==> config.mk <==
export PLATFORM = sky130hd
export DESIGN_NAME = pipe_controller
export DESIGN_NICKNAME = d
export VERILOG_FILES = /design/src/rtl/pipe_controller_pkg.sv /design/src/rtl/pipe_scoreboard.sv /design/src/rtl/pipe_controller.sv
export SDC_FILE = /design/constraint.sdc
export NUM_CORES = 1
export LEC_CHECK = 0
export CORE_AREA = 4 4 66 68
export DETAILED_ROUTE_END_ITERATION = 10
export DIE_AREA = 0 0 70 72
export HOLD_SLACK_MARGIN = 0.08
export PLACE_DENSITY = 0.8
export SKIP_CTS_REPAIR_TIMING = 1
export SLEW_MARGIN = 20
export SYNTH_ARGS = -nofsm -noshare
export SYNTH_HDL_FRONTEND = slang
export SYNTH_SLANG_ARGS = --single-unit
==> constraint.sdc <==
create_clock -name clk -period 2.7 [get_ports clk]
set_input_delay 0.54 -clock clk [delete_from_list [all_inputs] [get_ports clk]]
set_output_delay 0.54 -clock clk [all_outputs]
set_load 0.01 [all_outputs]
==> src/rtl/pipe_controller_pkg.sv <==
// Shared encodings for the pipelined MIPS control unit: opcodes, funct codes,
// control-word fields, forwarding selects and debug FSM states.
package pipe_controller_pkg;

    localparam int PC_SRC_W   = 3;
    localparam int EXE_A_W    = 2;
    localparam int EXE_B_W    = 2;
    localparam int EXE_ALU_W  = 4;
    localparam int WB_ADDR_W  = 2;
    localparam int FWD_W      = 2;

    localparam logic [5:0] OP_RTYPE = 6'h00;
    localparam logic [5:0] OP_J     = 6'h02;
    localparam logic [5:0] OP_JAL   = 6'h03;
    localparam logic [5:0] OP_BEQ   = 6'h04;
    localparam logic [5:0] OP_BNE   = 6'h05;
    localparam logic [5:0] OP_ADDI  = 6'h08;
    localparam logic [5:0] OP_ADDIU = 6'h09;
    localparam logic [5:0] OP_SLTI  = 6'h0A;
    localparam logic [5:0] OP_ANDI  = 6'h0C;
    localparam logic [5:0] OP_ORI   = 6'h0D;
    localparam logic [5:0] OP_XORI  = 6'h0E;
    localparam logic [5:0] OP_LUI   = 6'h0F;
    localparam logic [5:0] OP_LW    = 6'h23;
    localparam logic [5:0] OP_SW    = 6'h2B;

    localparam logic [5:0] FN_SLL  = 6'h00;
    localparam logic [5:0] FN_SRL  = 6'h02;
    localparam logic [5:0] FN_JR   = 6'h08;
    localparam logic [5:0] FN_ADD  = 6'h20;
    localparam logic [5:0] FN_ADDU = 6'h21;
    localparam logic [5:0] FN_SUB  = 6'h22;
    localparam logic [5:0] FN_SUBU = 6'h23;
    localparam logic [5:0] FN_AND  = 6'h24;
    localparam logic [5:0] FN_OR   = 6'h25;
    localparam logic [5:0] FN_XOR  = 6'h26;
    localparam logic [5:0] FN_NOR  = 6'h27;
    localparam logic [5:0] FN_SLT  = 6'h2A;

    localparam logic [PC_SRC_W-1:0] PC_NEXT = 3'd0;
    localparam logic [PC_SRC_W-1:0] PC_JUMP = 3'd1;
    localparam logic [PC_SRC_W-1:0] PC_JR   = 3'd2;
    localparam logic [PC_SRC_W-1:0] PC_BEQ  = 3'd3;
    localparam logic [PC_SRC_W-1:0] PC_BNE  = 3'd4;

    localparam logic [EXE_A_W-1:0] EXE_A_RS   = 2'd0;
    localparam logic [EXE_A_W-1:0] EXE_A_LINK = 2'd1;
    localparam logic [EXE_A_W-1:0] EXE_A_SA   = 2'd2;

    localparam logic [EXE_B_W-1:0] EXE_B_RT   = 2'd0;
    localparam logic [EXE_B_W-1:0] EXE_B_IMM  = 2'd1;
    localparam logic [EXE_B_W-1:0] EXE_B_FOUR = 2'd2;

    localparam logic [EXE_ALU_W-1:0] EXE_ALU_ADD = 4'd0;
    localparam logic [EXE_ALU_W-1:0] EXE_ALU_SUB = 4'd1;
    localparam logic [EXE_ALU_W-1:0] EXE_ALU_AND = 4'd2;
    localparam logic [EXE_ALU_W-1:0] EXE_ALU_OR  = 4'd3;
    localparam logic [EXE_ALU_W-1:0] EXE_ALU_XOR = 4'd4;
    localparam logic [EXE_ALU_W-1:0] EXE_ALU_NOR = 4'd5;
    localparam logic [EXE_ALU_W-1:0] EXE_ALU_SLT = 4'd6;
    localparam logic [EXE_ALU_W-1:0] EXE_ALU_LUI = 4'd7;
    localparam logic [EXE_ALU_W-1:0] EXE_ALU_SLL = 4'd8;
    localparam logic [EXE_ALU_W-1:0] EXE_ALU_SRL = 4'd9;

    localparam logic [WB_ADDR_W-1:0] WB_ADDR_RD   = 2'd0;
    localparam logic [WB_ADDR_W-1:0] WB_ADDR_RT   = 2'd1;
    localparam logic [WB_ADDR_W-1:0] WB_ADDR_LINK = 2'd2;

    localparam logic WB_DATA_ALU = 1'b0;
    localparam logic WB_DATA_MEM = 1'b1;

    localparam logic [FWD_W-1:0] FWD_REG = 2'd0;
    localparam logic [FWD_W-1:0] FWD_EXE = 2'd1;
    localparam logic [FWD_W-1:0] FWD_MEM = 2'd2;

    typedef enum logic [1:0] {
        DBG_RUN  = 2'd0,
        DBG_HALT = 2'd1,
        DBG_STEP = 2'd2
    } dbg_state_t;

    function automatic logic [EXE_ALU_W-1:0] rtype_alu_op(input logic [5:0] funct);
        case (funct)
            FN_SLL:          return EXE_ALU_SLL;
            FN_SRL:          return EXE_ALU_SRL;
            FN_SUB, FN_SUBU: return EXE_ALU_SUB;
            FN_AND:          return EXE_ALU_AND;
            FN_OR:           return EXE_ALU_OR;
            FN_XOR:          return EXE_ALU_XOR;
            FN_NOR:          return EXE_ALU_NOR;
            FN_SLT:          return EXE_ALU_SLT;
            default:         return EXE_ALU_ADD;
        endcase
    endfunction

endpackage

==> src/rtl/pipe_scoreboard.sv <==
// In-flight destination tracking for the EXE and MEM stages; produces the
// load-use stall and per-operand forwarding selects.
module pipe_scoreboard
    import pipe_controller_pkg::*;
#(
    parameter int REG_AW = 5
) (
    input  logic              clk,
    input  logic              rst,
    input  logic              cpu_en,
    input  logic              exe_redirect,
    input  logic              id_wen,
    input  logic              id_mem_ren,
    input  logic [REG_AW-1:0] id_dest,
    input  logic [REG_AW-1:0] id_rs,
    input  logic [REG_AW-1:0] id_rt,
    input  logic              uses_rs,
    input  logic              uses_rt,
    output logic              stall,
    output logic [FWD_W-1:0]  fwd_a_sel,
    output logic [FWD_W-1:0]  fwd_b_sel
);

    localparam logic [REG_AW-1:0] REG_ZERO = {REG_AW{1'b0}};

    logic              exe_wen_r;
    logic              exe_mem_ren_r;
    logic [REG_AW-1:0] exe_dest_r;
    logic              mem_wen_r;
    logic [REG_AW-1:0] mem_dest_r;
    logic              load_hit_s;

    // A load result is not available in EXE, so a load there only forwards from MEM.
    function automatic logic [FWD_W-1:0] fwd_select(
        input logic [REG_AW-1:0] src,
        input logic              e_wen,
        input logic              e_ren,
        input logic [REG_AW-1:0] e_dest,
        input logic              m_wen,
        input logic [REG_AW-1:0] m_dest
    );
        if (e_wen && !e_ren && (e_dest != REG_ZERO) && (e_dest == src)) begin
            return FWD_EXE;
        end else if (m_wen && (m_dest != REG_ZERO) && (m_dest == src)) begin
            return FWD_MEM;
        end else begin
            return FWD_REG;
        end
    endfunction

    // Hazard compare: load-use stall and forwarding selects, quiet during reset.
    always_comb begin
        load_hit_s = exe_mem_ren_r && exe_wen_r && (exe_dest_r != REG_ZERO) &&
                     ((uses_rs && (exe_dest_r == id_rs)) || (uses_rt && (exe_dest_r == id_rt)));
        if (rst) begin
            stall     = 1'b0;
            fwd_a_sel = FWD_REG;
            fwd_b_sel = FWD_REG;
        end else begin
            stall     = load_hit_s && !exe_redirect;
            fwd_a_sel = fwd_select(id_rs, exe_wen_r, exe_mem_ren_r, exe_dest_r, mem_wen_r, mem_dest_r);
            fwd_b_sel = fwd_select(id_rt, exe_wen_r, exe_mem_ren_r, exe_dest_r, mem_wen_r, mem_dest_r);
        end
    end

    // Entry pipeline: shifts only when the datapath is enabled; stall or flush inserts a bubble.
    always_ff @(posedge clk) begin
        if (rst) begin
            exe_wen_r     <= 1'b0;
            exe_mem_ren_r <= 1'b0;
            exe_dest_r    <= REG_ZERO;
            mem_wen_r     <= 1'b0;
            mem_dest_r    <= REG_ZERO;
        end else if (cpu_en) begin
            mem_wen_r  <= exe_wen_r;
            mem_dest_r <= exe_dest_r;
            if (load_hit_s || exe_redirect) begin
                exe_wen_r     <= 1'b0;
                exe_mem_ren_r <= 1'b0;
                exe_dest_r    <= REG_ZERO;
            end else begin
                exe_wen_r     <= id_wen;
                exe_mem_ren_r <= id_mem_ren;
                exe_dest_r    <= id_dest;
            end
        end
    end

endmodule

==> src/rtl/pipe_controller.sv <==
// Control unit for the 5-stage MIPS pipeline: decode, hazard control and an
// optional debug FSM (run/halt/step, PC breakpoint) enabled by CTRL_DEBUG_EN.
module pipe_controller
    import pipe_controller_pkg::*;
#(
    parameter int REG_AW = 5,
    parameter int PC_W   = 32,
    parameter int STEP_W = 8
) (
    input  logic                  clk,
    input  logic                  rst,
    input  logic [31:0]           inst,
    input  logic [PC_W-1:0]       id_pc,
    input  logic                  exe_redirect,
`ifdef CTRL_DEBUG_EN
    input  logic                  debug_en,
    input  logic                  debug_step,
    input  logic [STEP_W-1:0]     debug_step_cnt,
    input  logic                  bp_valid,
    input  logic [PC_W-1:0]       bp_pc,
    output logic                  dbg_halted,
`endif
    output logic [PC_SRC_W-1:0]   pc_src,
    output logic                  imm_ext,
    output logic [EXE_A_W-1:0]    exe_a_src,
    output logic [EXE_B_W-1:0]    exe_b_src,
    output logic [EXE_ALU_W-1:0]  exe_alu_oper,
    output logic                  mem_ren,
    output logic                  mem_wen,
    output logic [WB_ADDR_W-1:0]  wb_addr_src,
    output logic                  wb_data_src,
    output logic                  wb_wen,
    output logic                  unrecognized,
    output logic [FWD_W-1:0]      fwd_a_sel,
    output logic [FWD_W-1:0]      fwd_b_sel,
    output logic                  stall,
    output logic                  id_flush,
    output logic                  cpu_rst,
    output logic                  cpu_en
);

    localparam logic [REG_AW-1:0] LINK_REG = {REG_AW{1'b1}};

    logic [5:0]        op_s;
    logic [5:0]        funct_s;
    logic [REG_AW-1:0] rs_s;
    logic [REG_AW-1:0] rt_s;
    logic [REG_AW-1:0] rd_s;
    logic [REG_AW-1:0] id_dest_s;
    logic              uses_rs_s;
    logic              uses_rt_s;
    logic              unused_ok_s;

    assign op_s    = inst[31:26];
    assign funct_s = inst[5:0];
    assign rs_s    = inst[21 +: REG_AW];
    assign rt_s    = inst[16 +: REG_AW];
    assign rd_s    = inst[11 +: REG_AW];

    assign cpu_rst  = rst;
    assign id_flush = exe_redirect && !rst;

    // Instruction decode into the control word and register-use flags.
    always_comb begin
        pc_src       = PC_NEXT;
        imm_ext      = 1'b0;
        exe_a_src    = EXE_A_RS;
        exe_b_src    = EXE_B_RT;
        exe_alu_oper = EXE_ALU_ADD;
        mem_ren      = 1'b0;
        mem_wen      = 1'b0;
        wb_addr_src  = WB_ADDR_RD;
        wb_data_src  = WB_DATA_ALU;
        wb_wen       = 1'b0;
        unrecognized = 1'b0;
        uses_rs_s    = 1'b0;
        uses_rt_s    = 1'b0;
        case (op_s)
            OP_RTYPE: begin
                case (funct_s)
                    FN_SLL, FN_SRL: begin
                        exe_a_src    = EXE_A_SA;
                        exe_alu_oper = rtype_alu_op(funct_s);
                        wb_wen       = 1'b1;
                        uses_rs_s    = 1'b1;
                        uses_rt_s    = 1'b1;
                    end
                    FN_ADD, FN_ADDU, FN_SUB, FN_SUBU, FN_AND, FN_OR,
                    FN_XOR, FN_NOR, FN_SLT: begin
                        exe_alu_oper = rtype_alu_op(funct_s);
                        wb_wen       = 1'b1;
                        uses_rs_s    = 1'b1;
                        uses_rt_s    = 1'b1;
                    end
                    FN_JR: begin
                        pc_src    = PC_JR;
                        uses_rs_s = 1'b1;
                    end
                    default: unrecognized = 1'b1;
                endcase
            end
            OP_J: pc_src = PC_JUMP;
            OP_JAL: begin
                pc_src      = PC_JUMP;
                exe_a_src   = EXE_A_LINK;
                exe_b_src   = EXE_B_FOUR;
                wb_addr_src = WB_ADDR_LINK;
                wb_wen      = 1'b1;
            end
            OP_BEQ, OP_BNE: begin
                pc_src       = (op_s == OP_BEQ) ? PC_BEQ : PC_BNE;
                imm_ext      = 1'b1;
                exe_alu_oper = EXE_ALU_SUB;
                uses_rs_s    = 1'b1;
                uses_rt_s    = 1'b1;
            end
            OP_ADDI, OP_ADDIU, OP_SLTI, OP_ANDI, OP_ORI, OP_XORI: begin
                imm_ext     = (op_s == OP_ADDI) || (op_s == OP_ADDIU) || (op_s == OP_SLTI);
                exe_b_src   = EXE_B_IMM;
                wb_addr_src = WB_ADDR_RT;
                wb_wen      = 1'b1;
                uses_rs_s   = 1'b1;
                case (op_s)
                    OP_SLTI: exe_alu_oper = EXE_ALU_SLT;
                    OP_ANDI: exe_alu_oper = EXE_ALU_AND;
                    OP_ORI:  exe_alu_oper = EXE_ALU_OR;
                    OP_XORI: exe_alu_oper = EXE_ALU_XOR;
                    default: exe_alu_oper = EXE_ALU_ADD;
                endcase
            end
            OP_LUI: begin
                exe_b_src    = EXE_B_IMM;
                exe_alu_oper = EXE_ALU_LUI;
                wb_addr_src  = WB_ADDR_RT;
                wb_wen       = 1'b1;
            end
            OP_LW: begin
                imm_ext     = 1'b1;
                exe_b_src   = EXE_B_IMM;
                mem_ren     = 1'b1;
                wb_addr_src = WB_ADDR_RT;
                wb_data_src = WB_DATA_MEM;
                wb_wen      = 1'b1;
                uses_rs_s   = 1'b1;
            end
            OP_SW: begin
                imm_ext   = 1'b1;
                exe_b_src = EXE_B_IMM;
                mem_wen   = 1'b1;
                uses_rs_s = 1'b1;
                uses_rt_s = 1'b1;
            end
            default: unrecognized = 1'b1;
        endcase
    end

    // Destination register of the ID-stage instruction as it will enter EXE.
    always_comb begin
        case (wb_addr_src)
            WB_ADDR_RT:   id_dest_s = rt_s;
            WB_ADDR_LINK: id_dest_s = LINK_REG;
            default:      id_dest_s = rd_s;
        endcase
    end

    pipe_scoreboard #(
        .REG_AW(REG_AW)
    ) u_scoreboard (
        .clk          (clk),
        .rst          (rst),
        .cpu_en       (cpu_en),
        .exe_redirect (exe_redirect),
        .id_wen       (wb_wen),
        .id_mem_ren   (mem_ren),
        .id_dest      (id_dest_s),
        .id_rs        (rs_s),
        .id_rt        (rt_s),
        .uses_rs      (uses_rs_s),
        .uses_rt      (uses_rt_s),
        .stall        (stall),
        .fwd_a_sel    (fwd_a_sel),
        .fwd_b_sel    (fwd_b_sel)
    );

`ifdef CTRL_DEBUG_EN
    localparam logic [STEP_W-1:0] STEP_ZERO = {STEP_W{1'b0}};
    localparam logic [STEP_W-1:0] STEP_ONE  = {{(STEP_W-1){1'b0}}, 1'b1};

    dbg_state_t        state_r;
    logic [STEP_W-1:0] step_cnt_r;
    logic              step_q_r;
    logic              bp_hit_s;
    logic              step_rise_s;

    assign bp_hit_s    = bp_valid && (id_pc == bp_pc);
    assign step_rise_s = debug_step && !step_q_r;
    assign dbg_halted  = (state_r == DBG_HALT) && !rst;
    assign unused_ok_s = ^inst[10:6];

    // Datapath enable: a breakpoint hit in RUN freezes the pipe in the same cycle.
    always_comb begin
        if (rst) begin
            cpu_en = 1'b1;
        end else begin
            case (state_r)
                DBG_RUN:  cpu_en = !bp_hit_s;
                DBG_STEP: cpu_en = 1'b1;
                default:  cpu_en = 1'b0;
            endcase
        end
    end

    // Debug FSM; stalled step cycles do not retire an instruction and are not counted.
    always_ff @(posedge clk) begin
        if (rst) begin
            state_r    <= DBG_RUN;
            step_cnt_r <= STEP_ZERO;
            step_q_r   <= 1'b0;
        end else begin
            step_q_r <= debug_step;
            case (state_r)
                DBG_RUN: begin
                    if (debug_en || bp_hit_s) begin
                        state_r <= DBG_HALT;
                    end
                end
                DBG_HALT: begin
                    if (step_rise_s) begin
                        step_cnt_r <= (debug_step_cnt == STEP_ZERO) ? STEP_ONE : debug_step_cnt;
                        state_r    <= DBG_STEP;
                    end else if (!debug_en && !bp_hit_s) begin
                        state_r <= DBG_RUN;
                    end
                end
                DBG_STEP: begin
                    if (!stall) begin
                        step_cnt_r <= step_cnt_r - STEP_ONE;
                        if (step_cnt_r <= STEP_ONE) begin
                            state_r <= DBG_HALT;
                        end
                    end
                end
                default: state_r <= DBG_RUN;
            endcase
        end
    end
`else
    assign cpu_en      = 1'b1;
    assign unused_ok_s = ^{inst[10:6], id_pc, (STEP_W > 0)};
`endif

endmodule

==> PnR_summary.wiki, run 1 <==
{| class="wikitable"
! Metric !! Value
|-
| Data required time of the critical path || 2160 ps
|-
| Number of cells on the worst hold path || 1
|-
| Category of the critical setup timing path || in -> out
|-
| Fmax || 0.374 GHz
|-
| Internal power summed over all cells || ~440 uW
|-
| Class of the tightest hold or removal check || reg -> reg
|-
| Flip-flop and latch count after synthesis || 13
|-
| Leakage dissipation || about 1.3 nW
|-
| IR Drop Worst-Case VDD || 159 uV
|-
| Clock buffer count from CTS || 3
|-
| Detailed-route via count || roughly 1600
|-
| Final RePlAce weighted congestion || 0.850
|-
| Final instance area || 2340 sq um
|-
| Per-cell via count in the routed design || 4.88
|-
| Max-slew violation total from the final report || 0
|-
| Number of buffers added on ports || 55
|-
| Full die area || 5040 sq um
|-
| Length of the first detailed-routing pass in iterations || 4
|-
| Pwr Density || 262 nW/um^2
|-
| Worst hold endpoint || u_scoreboard.mem_wen_r$_SDFF_PP0_
|-
| Wire length of the first global-routing pass || 6330 um
|-
| Non-filler instance count after layout || 323
|-
| Cell area after placement || 2170 sq um
|-
| Clock group share of total power || 0.282
|-
| Fraction of registers with async set/reset || 0
|-
| EDFF count, synth || 0
|-
| Post-synth top cells || sky130_fd_sc_hd__nor2_1, sky130_fd_sc_hd__nand2_1, sky130_fd_sc_hd__dfxtp_1, sky130_fd_sc_hd__xnor2_1
|-
| Standard-cell rows || 23
|-
| Routed WL || 3970 um
|-
| Clock Path Buffers || 2
|-
| GRT overflow || 0
|-
| Overall fraction of global-route tracks in use || 0.151
|-
| Skew final || 1.21 ps
|-
| Number of sinks handled by clock tree synthesis || 13
|-
| Flop-to-flop setup slack || 820 ps
|-
| Seq/Total Area, Yosys || 0.202
|-
| Share of cells above drive strength 1 || 0.256
|-
| Count leader, synth || sky130_fd_sc_hd__nor2_1
|-
| Time the worst path needs with I/O delays and setup || 2670 ps
|-
| Netlist area before placement || 1290 sq um
|-
| Number of H-tree levels || 1
|-
| R2R Path Start || u_scoreboard.exe_dest_r[1]$_SDFF_PP0_
|-
| Number of design-rule violations left by the first detailed-router iteration || 46
|-
| Top cells by area, synth || sky130_fd_sc_hd__dfxtp_1, sky130_fd_sc_hd__xnor2_1, sky130_fd_sc_hd__nor2_1
|-
| CTS tree || done
|-
| Most used flip-flop cell after synthesis || sky130_fd_sc_hd__dfxtp_1
|-
| Post-place setup slack || -532 ps
|-
| Depth of the most critical reg-to-reg path || 6
|-
| Crit path launch type || input port
|-
| Largest area contributor in the synthesized netlist || sky130_fd_sc_hd__dfxtp_1
|-
| Proportion of total power due to net switching || 0.284
|-
| Synthesized area per cell || around 7 sq um
|-
| Result of the run || complete, no violations
|-
| Dpl hpwl || 3170 um
|-
| Placed instance count || 316
|-
| Post-Route Hold Slack || 487 ps
|-
| YS warnings || 0
|-
| Smallest setup slack after layout || 29.6 ps
|-
| Net count of the mapped netlist || 250
|-
| Power share of the sequential group || 0.338
|-
| Final hold violation count || 0
|-
| Fraction of post-synthesis cell area in the top cell type by area || 0.202
|-
| Clock slew at reported path FFs || 50 ps
|-
| Routed length per placed instance || between 10 and 15 um
|-
| Maximum number of pins on one net before global-route repair || 14
|-
| Ports placed on the boundary || 94
|-
| Final layout net count || 344
|-
| Part of the power in combinational logic || 0.380
|-
| Via count of the first global-routing pass || 1496
|-
| Distinct cell type count of the synthesized netlist || 45
|-
| Diode insertion count for antenna repair || 0
|-
| DRC violations left || 0
|-
| Pwr Total || 612 uW
|-
| Height of the chip || between 70 and 80 um
|-
| Number of nets with antenna violations after detailed routing || 0
|-
| Die X || 70 um
|-
| Worst skew pair latency || 240 ps
|-
| Synthesized netlist cell count || 180
|-
| Max Fanout on Critical Path || 3
|-
| Layout-stage area growth over the synthesis result || 81.0%
|-
| Starting Density || 0.335
|-
| Endpoints failing setup || 0
|-
| P_sw || around 170 uW
|-
| Part of the cycle the worst path needs || 0.989
|-
| Initial antenna violation count || 0
|-
| Final Core Density || 0.606
|-
| Kind of end point of the critical path || primary output
|-
| Beginning of the worst hold path || u_scoreboard.exe_wen_r$_SDFF_PP0_
|-
| End of the worst register-to-register path || u_scoreboard.exe_mem_ren_r$_SDFF_PP0_
|-
| Number of maximum-capacitance constraint violations || 0
|-
| Area of the core region || 3860 sq um
|-
| Crit path arrival time || approximately 2100 ps
|-
| Setup TNS Final || 0 ps
|-
| Buffer type at the clock tree root || sky130_fd_sc_hd__clkbuf_8
|}
-- cells in the final DEF, fill, tap and decap left out, drive strengths merged, types with 2 or more instances in the layout --
master / netlist / routed
xnor2: 13 / 13
buf: 6 / 48
a32o: 2 / 2
nor3: 3 / 3
o211ai: 6 / 6
inv: 8 / 8
nor2b: 11 / 11
o22ai: 2 / 2
or2: 2 / 2
nand2b: 2 / 2
a31oi: 3 / 3
nand2: 14 / 14
o21ai: 5 / 5
nor2: 23 / 23
clkdlybuf4s50: 0 / 33
nor3b: 2 / 2
clkbuf: 7 / 5
a21oi: 11 / 11
ha: 3 / 3
xor2: 9 / 9
o21a: 2 / 2
and3b: 4 / 4
or4: 2 / 2
nor4b: 2 / 2
a211oi: 2 / 2
nor4: 5 / 5
dfxtp: 13 / 13
dlymetal6s2s: 0 / 20
nand3: 6 / 6
-- power by group through the flow --
stage / clock network, mW / registers [mW] / logic [mW]
4_1_cts: 0.177 / 0.207 / 0.224
5_1_grt: 0.185 / 0.208 / 0.253
2_1_floorplan: 0 / 0.209 / 0.100
3_3_place_gp: 0 / 0.210 / 0.219
3_5_place_dp: 0 / 0.211 / 0.223
6_report: 0.173 / 0.207 / 0.233
-- critical path: stages --
cell                              delay [ps]
sky130_fd_sc_hd__clkdlybuf4s50_1         410
sky130_fd_sc_hd__or2_2                   320
sky130_fd_sc_hd__a22o_1                  240
sky130_fd_sc_hd__o32ai_2                 110
sky130_fd_sc_hd__a32o_2                  220
sky130_fd_sc_hd__and2_1                  140
sky130_fd_sc_hd__clkbuf_2                140
-- worst max-delay path by stage --
stage,endpoint,slack [ps],startpoint
after floorplan,wb_addr_src[0],250,inst[27]
after global placement,wb_wen,-530,inst[26]
after detailed placement,wb_wen,-530,inst[26]
after CTS,wb_wen,-550,inst[26]
after global routing,stall,-50,inst[0]
final,stall,30,inst[0]
-- area by class of cell --
cell class	instances	area, sq um
Multi-Input combinational cell	146	988
Inverter	8	30.0
Sequential cell	13	260
Tap cell	50	62.6
Fill cell	350	1520
Clock buffer	4	45.0
Timing Repair Buffer	102	951
-- flip-flops by register name, indices dropped and copies added (netlist names) --
signal and count:
u_scoreboard.mem_dest_r 5, u_scoreboard.exe_mem_ren_r 1, u_scoreboard.mem_wen_r 1, u_scoreboard.exe_wen_r 1, u_scoreboard.exe_dest_r 5
-- metal layers --
layer	GRT usage	wire (um)	share of wire	up-vias
met3	0.0319	235	0.059	7
met4	0.0638	73	0.018	0
met2	0.273	2020	0.51	49
li1	-	-	-	815
met1	0.173	1650	0.42	706
met5	0	0	0	-
-- cell families after synthesis --
| family | count (synthesis) | share of synthesized area |
|---|---|---|
| other cells | 1 | 0.00290 |
| mux | 1 | 0.00872 |
| flops | 13 | 0.202 |
| fa+ha+maj | 3 | 0.0291 |
| buf+inv | 21 | 0.0717 |
| simple gates | 79 | 0.327 |
| compound gates | 40 | 0.210 |
| xor+xnor | 22 | 0.149 |
Note: power is estimated with default switching activity, not from simulation.
==> run 2: changes to the inputs <==
--- a/config.mk
+++ b/config.mk
@@ -10,6 +10,7 @@
 export DIE_AREA = 0 0 70 72
 export HOLD_SLACK_MARGIN = 0.08
 export PLACE_DENSITY = 0.8
+export SETUP_SLACK_MARGIN = 0.2
 export SKIP_CTS_REPAIR_TIMING = 1
 export SLEW_MARGIN = 20
 export SYNTH_ARGS = -nofsm -noshare
==> constraint.sdc (replaced) <==
create_clock -name clk -period 2.7 [get_ports clk]
set_input_delay 0.54 -clock clk [delete_from_list [all_inputs] [get_ports clk]]
set_output_delay 0.54 -clock clk [all_outputs]
set_load 0.02 [all_outputs]
==> PnR_summary.wiki, run 2 (synthesized netlist as in run 1, its figures left out) <==
{| class="wikitable"
! Metric !! Value
|-
| CTS tree || done
|-
| Power share of the sequential group || 0.322 (-0.016)
|-
| Final instance area || 2480 sq um (+6.3%)
|-
| Worst skew pair latency || 250 ps (about the same)
|-
| Initial antenna violation count || 1 (+1)
|-
| Overall fraction of global-route tracks in use || 0.158 (+0.00707)
|-
| Number of design-rule violations left by the first detailed-router iteration || 71 (+54%)
|-
| Fmax || 0.401 GHz (+7.1%)
|-
| Ports placed on the boundary || 94 (unchanged)
|-
| Slowest cell on the critical path || sky130_fd_sc_hd__or4_4
|-
| Proportion of total power due to net switching || 0.303 (+0.0196)
|-
| Layout-stage area growth over the synthesis result || 92.4%
|-
| Standard-cell rows || 23 (unchanged)
|-
| Skew final || 4.91 ps (+3.70 ps)
|-
| Part of the power in combinational logic || 0.407 (+0.027)
|-
| Commonest non-fill, non-tap cell in the layout || sky130_fd_sc_hd__buf_4
|-
| Clock group share of total power || 0.270 (-0.012)
|-
| Routed WL || 4620 um (+16%)
|-
| Final layout net count || 348 (+1.2%)
|-
| Number of filler instances in the final layout || 316 (-9.7%)
|-
| Unrepaired setup endpoints after global routing || true
|-
| Via count of the first global-routing pass || 1549 (+3.5%)
|-
| Non-filler instance count after layout || 328 (+1.5%)
|-
| Final Core Density || 0.644 (+0.0383)
|-
| Post-place setup slack || -576 ps (-43.9 ps)
|-
| Largest registers || u_scoreboard.exe_dest_r: 5 flops, u_scoreboard.mem_dest_r: 5 flops
|-
| Leading cell types in the layout, fill and taps excluded || sky130_fd_sc_hd__buf_4, sky130_fd_sc_hd__dlymetal6s2s_1, sky130_fd_sc_hd__nor2_1
|-
| P_sw || 195 uW (+12%)
|-
| Detailed-route via count || 1669 (+5.8%)
|-
| Clock Path Buffers || 2 (unchanged)
|-
| Placed instance count || 320 (+1.3%)
|-
| Clock buffer count from CTS || 3 (unchanged)
|-
| Crit path arrival time || 1950 ps (-180 ps)
|-
| Class of the tightest hold or removal check || reg -> reg
|-
| Number of maximum-capacitance constraint violations || 0 (unchanged)
|-
| Number of buffers added on ports || 55 (unchanged)
|-
| Leakage dissipation || 1.49 nW (+18%)
|-
| Worst-path cell chain || or4_4, o21ai_4, nor2_1, a32o_2, and2_4, buf_6
|-
| Highest cell delay on the worst timing path || 550 ps (+140 ps)
|-
| Length of the first detailed-routing pass in iterations || 4 (unchanged)
|-
| IR Drop Worst-Case VDD || 141 uV (-11%)
|-
| Internal power summed over all cells || 448 uW (+2.2%)
|-
| Wire length of the first global-routing pass || 6640 um (+5.0%)
|-
| Number of nets with antenna violations after detailed routing || 0 (unchanged)
|-
| Number of sinks handled by clock tree synthesis || 13 (unchanged)
|-
| Routed length per placed instance || 14.1 um (+15%)
|-
| Post-Route Hold Slack || 524 ps (+36.8 ps)
|-
| Dpl hpwl || 3380 um (+6.6%)
|-
| Pwr Density || 259 nW/um^2 (-1.1%)
|-
| DRC violations left || 0 (unchanged)
|-
| Buffer type at the clock tree root || sky130_fd_sc_hd__clkbuf_8
|-
| Data required time of the critical path || 2160 ps (about the same)
|-
| GRT overflow || 0 (unchanged)
|-
| Number of H-tree levels || 1 (unchanged)
|-
| Time the worst path needs with I/O delays and setup || 2490 ps (-177 ps)
|-
| Pwr Total || 643 uW (+5.1%)
|-
| Endpoints failing setup || 0 (unchanged)
|-
| Height of the chip || 72 um (unchanged)
|-
| Max-slew violation total from the final report || 0 (unchanged)
|-
| Category of the critical setup timing path || reg -> out
|-
| Smallest setup slack after layout || 206 ps (+177 ps)
|-
| Crit path launch type || flop
|-
| Clock slew at reported path FFs || 60 ps (about the same)
|-
| Part of the cycle the worst path needs || 0.924 (-0.0655)
|-
| Final hold violation count || 0 (unchanged)
|-
| Max Fanout on Critical Path || 3 (unchanged)
|-
| Result of the run || complete, no violations
|-
| Full die area || 5040 sq um (unchanged)
|-
| Per-cell via count in the routed design || 5.09 (+4.2%)
|-
| Share of cells above drive strength 1 || 0.329 (+0.0721)
|-
| Maximum number of pins on one net before global-route repair || 13 (-1)
|-
| Setup TNS Final || 0 ps (unchanged)
|-
| Area of the core region || 3860 sq um (unchanged)
|-
| Die X || 70 um (unchanged)
|-
| Kind of end point of the critical path || primary output
|-
| Cell area after placement || 2210 sq um (+1.8%)
|-
| Starting Density || 0.335 (unchanged)
|-
| Final RePlAce weighted congestion || 0.819 (-3.7%)
|}
-- run 2: worst paths after layout --
path | from | slack (ps) | cells past startpoint | end
max | u_scoreboard.exe_dest_r[0]$_SDFF_PP0_ | 210 | 6 | stall
min | u_scoreboard.exe_wen_r$_SDFF_PP0_ | 520 | 1 | u_scoreboard.mem_wen_r$_SDFF_PP0_
max reg2reg | u_scoreboard.exe_dest_r[0]$_SDFF_PP0_ | 790 | 6 | u_scoreboard.exe_mem_ren_r$_SDFF_PP0_
min reg2reg | u_scoreboard.exe_wen_r$_SDFF_PP0_ | 520 | 1 | u_scoreboard.mem_wen_r$_SDFF_PP0_
-- run 2: power groups by stage --
stage / registers [mW] / clock network (mW) / logic, mW
detailed placement: 0.210 / 0 / 0.237
floorplan: 0.209 / 0 / 0.108
global placement: 0.209 / 0 / 0.233
CTS: 0.206 / 0.175 / 0.239
finish: 0.207 / 0.174 / 0.262
global route: 0.208 / 0.185 / 0.282
-- run 2: area by class of cell --
class	instances	area (sq um)	area share
Multi-Input combinational cell	146	1070	0.431
Sequential cell	13	263	0.106
Inverter	8	30.0	0.0121
Clock buffer	4	45.0	0.0181
Antenna cell	1	2.50	0.00101
Timing Repair Buffer	106	1010	0.407
Tap cell	50	62.6	0.0252
-- run 2: critical path: cells and delay by family (launching register included) --
family	cells	cell delay (ps)
AO/OA/AOI/OAI	2	490
AND/OR/NAND/NOR	3	770
flip-flops	1	320
buffers and inverters	1	120
-- run 2: metal layers --
layer / global-route usage / share of wire / vias up
met4: 0.0660 / 0.031 / 0
met1: 0.193 / 0.41 / 776
met3: 0.0235 / 0.049 / 13
li1: - / - / 821
met2: 0.278 / 0.51 / 59
met5: 0 / 0 / -
==> run 3: changes to the inputs <==
--- a/config.mk
+++ b/config.mk
@@ -5,11 +5,12 @@
 export SDC_FILE = /design/constraint.sdc
 export NUM_CORES = 1
 export LEC_CHECK = 0
-export CORE_AREA = 4 4 66 68
+export CORE_AREA = 4 4 61 74
+export CTS_CLUSTER_DIAMETER = 40
 export DETAILED_ROUTE_END_ITERATION = 10
-export DIE_AREA = 0 0 70 72
+export DIE_AREA = 0 0 65 78
 export HOLD_SLACK_MARGIN = 0.08
-export PLACE_DENSITY = 0.8
+export PLACE_DENSITY = 0.79
 export SETUP_SLACK_MARGIN = 0.2
 export SKIP_CTS_REPAIR_TIMING = 1
 export SLEW_MARGIN = 20
==> constraint.sdc (replaced) <==
create_clock -name clk -period 2.3 [get_ports clk]
set_input_delay 0.46 -clock clk [delete_from_list [all_inputs] [get_ports clk]]
set_output_delay 0.46 -clock clk [all_outputs]
set_load 0.02 [all_outputs]
==> PnR_summary.wiki, run 3 (synthesized netlist as in run 1, its figures left out) <==
{| class="wikitable"
! Metric !! Value
|-
| Result of the run || finished, violations left
|-
| Failing checks || negative setup slack
|-
| Number of design-rule violations left by the first detailed-router iteration || 60 (-15%)
|-
| Clock slew at reported path FFs || 60 ps (about the same)
|-
| Max Fanout on Critical Path || 2 (-1)
|-
| Maximum number of pins on one net before global-route repair || 13 (unchanged)
|-
| Routed length per placed instance || 14.6 um (+3.2%)
|-
| Final layout net count || 360 (+3.4%)
|-
| Area of the core region || 3850 sq um (-0.23%)
|-
| R2R Path Start || u_scoreboard.exe_dest_r[0]$_SDFF_PP0_
|-
| Via count of the first global-routing pass || 1598 (+3.2%)
|-
| Dpl hpwl || 3630 um (+7.6%)
|-
| Number of maximum-capacitance constraint violations || 0 (unchanged)
|-
| Final instance area || 2600 sq um (+4.5%)
|-
| Kind of end point of the critical path || primary output
|-
| Leakage dissipation || 1.36 nW (-8.5%)
|-
| Buffer type at the clock tree root || sky130_fd_sc_hd__clkbuf_8
|-
| DRC violations left || 0 (unchanged)
|-
| Layout-stage area growth over the synthesis result || 101%
|-
| Share of cells above drive strength 1 || 0.450 (+0.121)
|-
| Commonest non-fill, non-tap cell in the layout || sky130_fd_sc_hd__buf_4
|-
| End of the worst register-to-register path || u_scoreboard.exe_mem_ren_r$_SDFF_PP0_
|-
| Depth of the most critical reg-to-reg path || 6 (unchanged)
|-
| Power share of the sequential group || 0.306 (-0.016)
|-
| Number of filler instances in the final layout || 291 (-7.9%)
|-
| Leading cell types in the layout, fill and taps excluded || sky130_fd_sc_hd__buf_4, sky130_fd_sc_hd__dlymetal6s2s_1, sky130_fd_sc_hd__nor2_1
|-
| Fmax || ~0.40 GHz
|-
| Pwr Density || 303 nW/um^2 (+17%)
|-
| Pwr Total || 786 uW (+22%)
|-
| Category of the critical setup timing path || in -> out
|-
| Overall fraction of global-route tracks in use || 0.167 (+0.00903)
|-
| Full die area || 5070 sq um (+0.60%)
|-
| Class of the tightest hold or removal check || reg -> reg
|-
| Wire length of the first global-routing pass || 6840 um (+3.0%)
|-
| Time the worst path needs with I/O delays and setup || 2510 ps
|-
| Detailed-route via count || 1739 (+4.2%)
|-
| GRT overflow || 0 (unchanged)
|-
| Internal power summed over all cells || 536 uW (+20%)
|-
| Starting Density || 0.336 (+0.000762)
|-
| Largest registers || u_scoreboard.exe_dest_r: 5 flops, u_scoreboard.mem_dest_r: 5 flops
|-
| Clock buffer count from CTS || 3 (unchanged)
|-
| Proportion of total power due to net switching || 0.318 (+0.0145)
|-
| Final RePlAce weighted congestion || 0.768 (-6.3%)
|-
| Max-slew violation total from the final report || 0 (unchanged)
|-
| Crit path launch type || input port
|-
| Length of the first detailed-routing pass in iterations || 4 (unchanged)
|-
| P_sw || 250 uW (+28%)
|-
| Beginning of the worst hold path || u_scoreboard.exe_wen_r$_SDFF_PP0_
|-
| Initial antenna violation count || 0 (-1)
|-
| Routed WL || 4990 um (+8.0%)
|-
| Diode insertion count for antenna repair || 0 (-1)
|-
| Worst hold endpoint || u_scoreboard.mem_wen_r$_SDFF_PP0_
|-
| Post-Route Hold Slack || 510 ps (-13.7 ps)
|-
| Data required time of the critical path || 1840 ps (-320 ps)
|-
| Placed instance count || 335 (+4.7%)
|-
| Final hold violation count || 0 (unchanged)
|-
| Smallest setup slack after layout || -208 ps (-414 ps)
|-
| Standard-cell rows || 25 (+8.7%)
|-
| Endpoints failing setup || 3 (+3)
|-
| Number of nets with antenna violations after detailed routing || 0 (unchanged)
|-
| Number of buffers added on ports || 55 (unchanged)
|-
| Part of the power in combinational logic || 0.427 (+0.020)
|-
| Unrepaired setup endpoints after global routing || true
|-
| Flop-to-flop setup slack || 380 ps (-410 ps)
|-
| Skew final || 1.75 ps (-3.16 ps)
|-
| Height of the chip || 78 um (+8.3%)
|-
| Ports placed on the boundary || 94 (unchanged)
|-
| Clock group share of total power || 0.267 (-0.003)
|-
| Die X || 65 um (-7.1%)
|-
| Number of cells on the worst hold path || 1 (unchanged)
|-
| Crit path arrival time || 2050 ps (+100 ps)
|-
| Worst skew pair latency || 250 ps (about the same)
|-
| Clock Path Buffers || 2 (unchanged)
|-
| Number of H-tree levels || 1 (unchanged)
|-
| Start point of the critical path || inst[18]
|-
| CTS tree || done
|-
| Cell area after placement || 2380 sq um (+7.6%)
|-
| IR Drop Worst-Case VDD || 161 uV (+15%)
|-
| Part of the cycle the worst path needs || 1.09
|-
| Per-cell via count in the routed design || 5.07 (-0.36%)
|-
| Number of sinks handled by clock tree synthesis || 13 (unchanged)
|-
| Non-filler instance count after layout || 343 (+4.6%)
|}
run 3: worst max path at each step:
stage | slack, ps | cells after the start | to
6_report | -210 | 7 | stall
5_1_grt | -280 | 7 | stall
4_1_cts | -760 | 8 | wb_wen
3_5_place_dp | -750 | 8 | wb_wen
3_3_place_gp | -710 | 8 | wb_wen
2_1_floorplan | 200 | 6 | stall
run 3: critical path, stage by stage:
cell and delay, ps:
sky130_fd_sc_hd__clkdlybuf4s50_1 490, sky130_fd_sc_hd__xnor2_1 130, sky130_fd_sc_hd__nand2_1 130, sky130_fd_sc_hd__nor4_2 370, sky130_fd_sc_hd__a32o_2 210, sky130_fd_sc_hd__and2_4 140
sky130_fd_sc_hd__buf_6 110
run 3: metrics by stage:
| step | setup TNS [ps] | utilization | worst slack (ps) |
|---|---|---|---|
| after detailed placement | -14420 | 0.618 | -747 |
| after global placement | -13600 | 0.618 | -707 |
| after global routing | -434 | 0.675 | -279 |
| after floorplan | 0 | - | 203 |
| after CTS | -13460 | 0.630 | -764 |
| final | -232 | 0.675 | -208 |
run 3: cell type report:
type                            instances  area, sq um  area share
Multi-Input combinational cell        146         1140       0.440
Clock buffer                            3         41.3      0.0159
Sequential cell                        13          262       0.101
Tap cell                               54         67.6      0.0260
Clock inverter                          1         5.00     0.00193
Inverter                                8         30.0      0.0116
Timing Repair Buffer                  118         1050       0.403
run 3: metal layers:
metal | vias to the layer above | wire length [um] | global-route usage
li1 | 841 | - | -
met1 | 835 | 1940 | 0.189
met2 | 52 | 2750 | 0.319
met3 | 11 | 213 | 0.0130
met4 | 0 | 91 | 0.0550
met5 | - | 0 | 0
run 3: power by group through the flow:
stage | clock, mW | sequential, mW | combinational (mW)
after global routing | 0.222 | 0.241 | 0.357
after detailed placement | 0 | 0.244 | 0.308
after floorplan | 0 | 0.245 | 0.139
after CTS | 0.209 | 0.239 | 0.310
after global placement | 0 | 0.243 | 0.301
final | 0.210 | 0.240 | 0.335
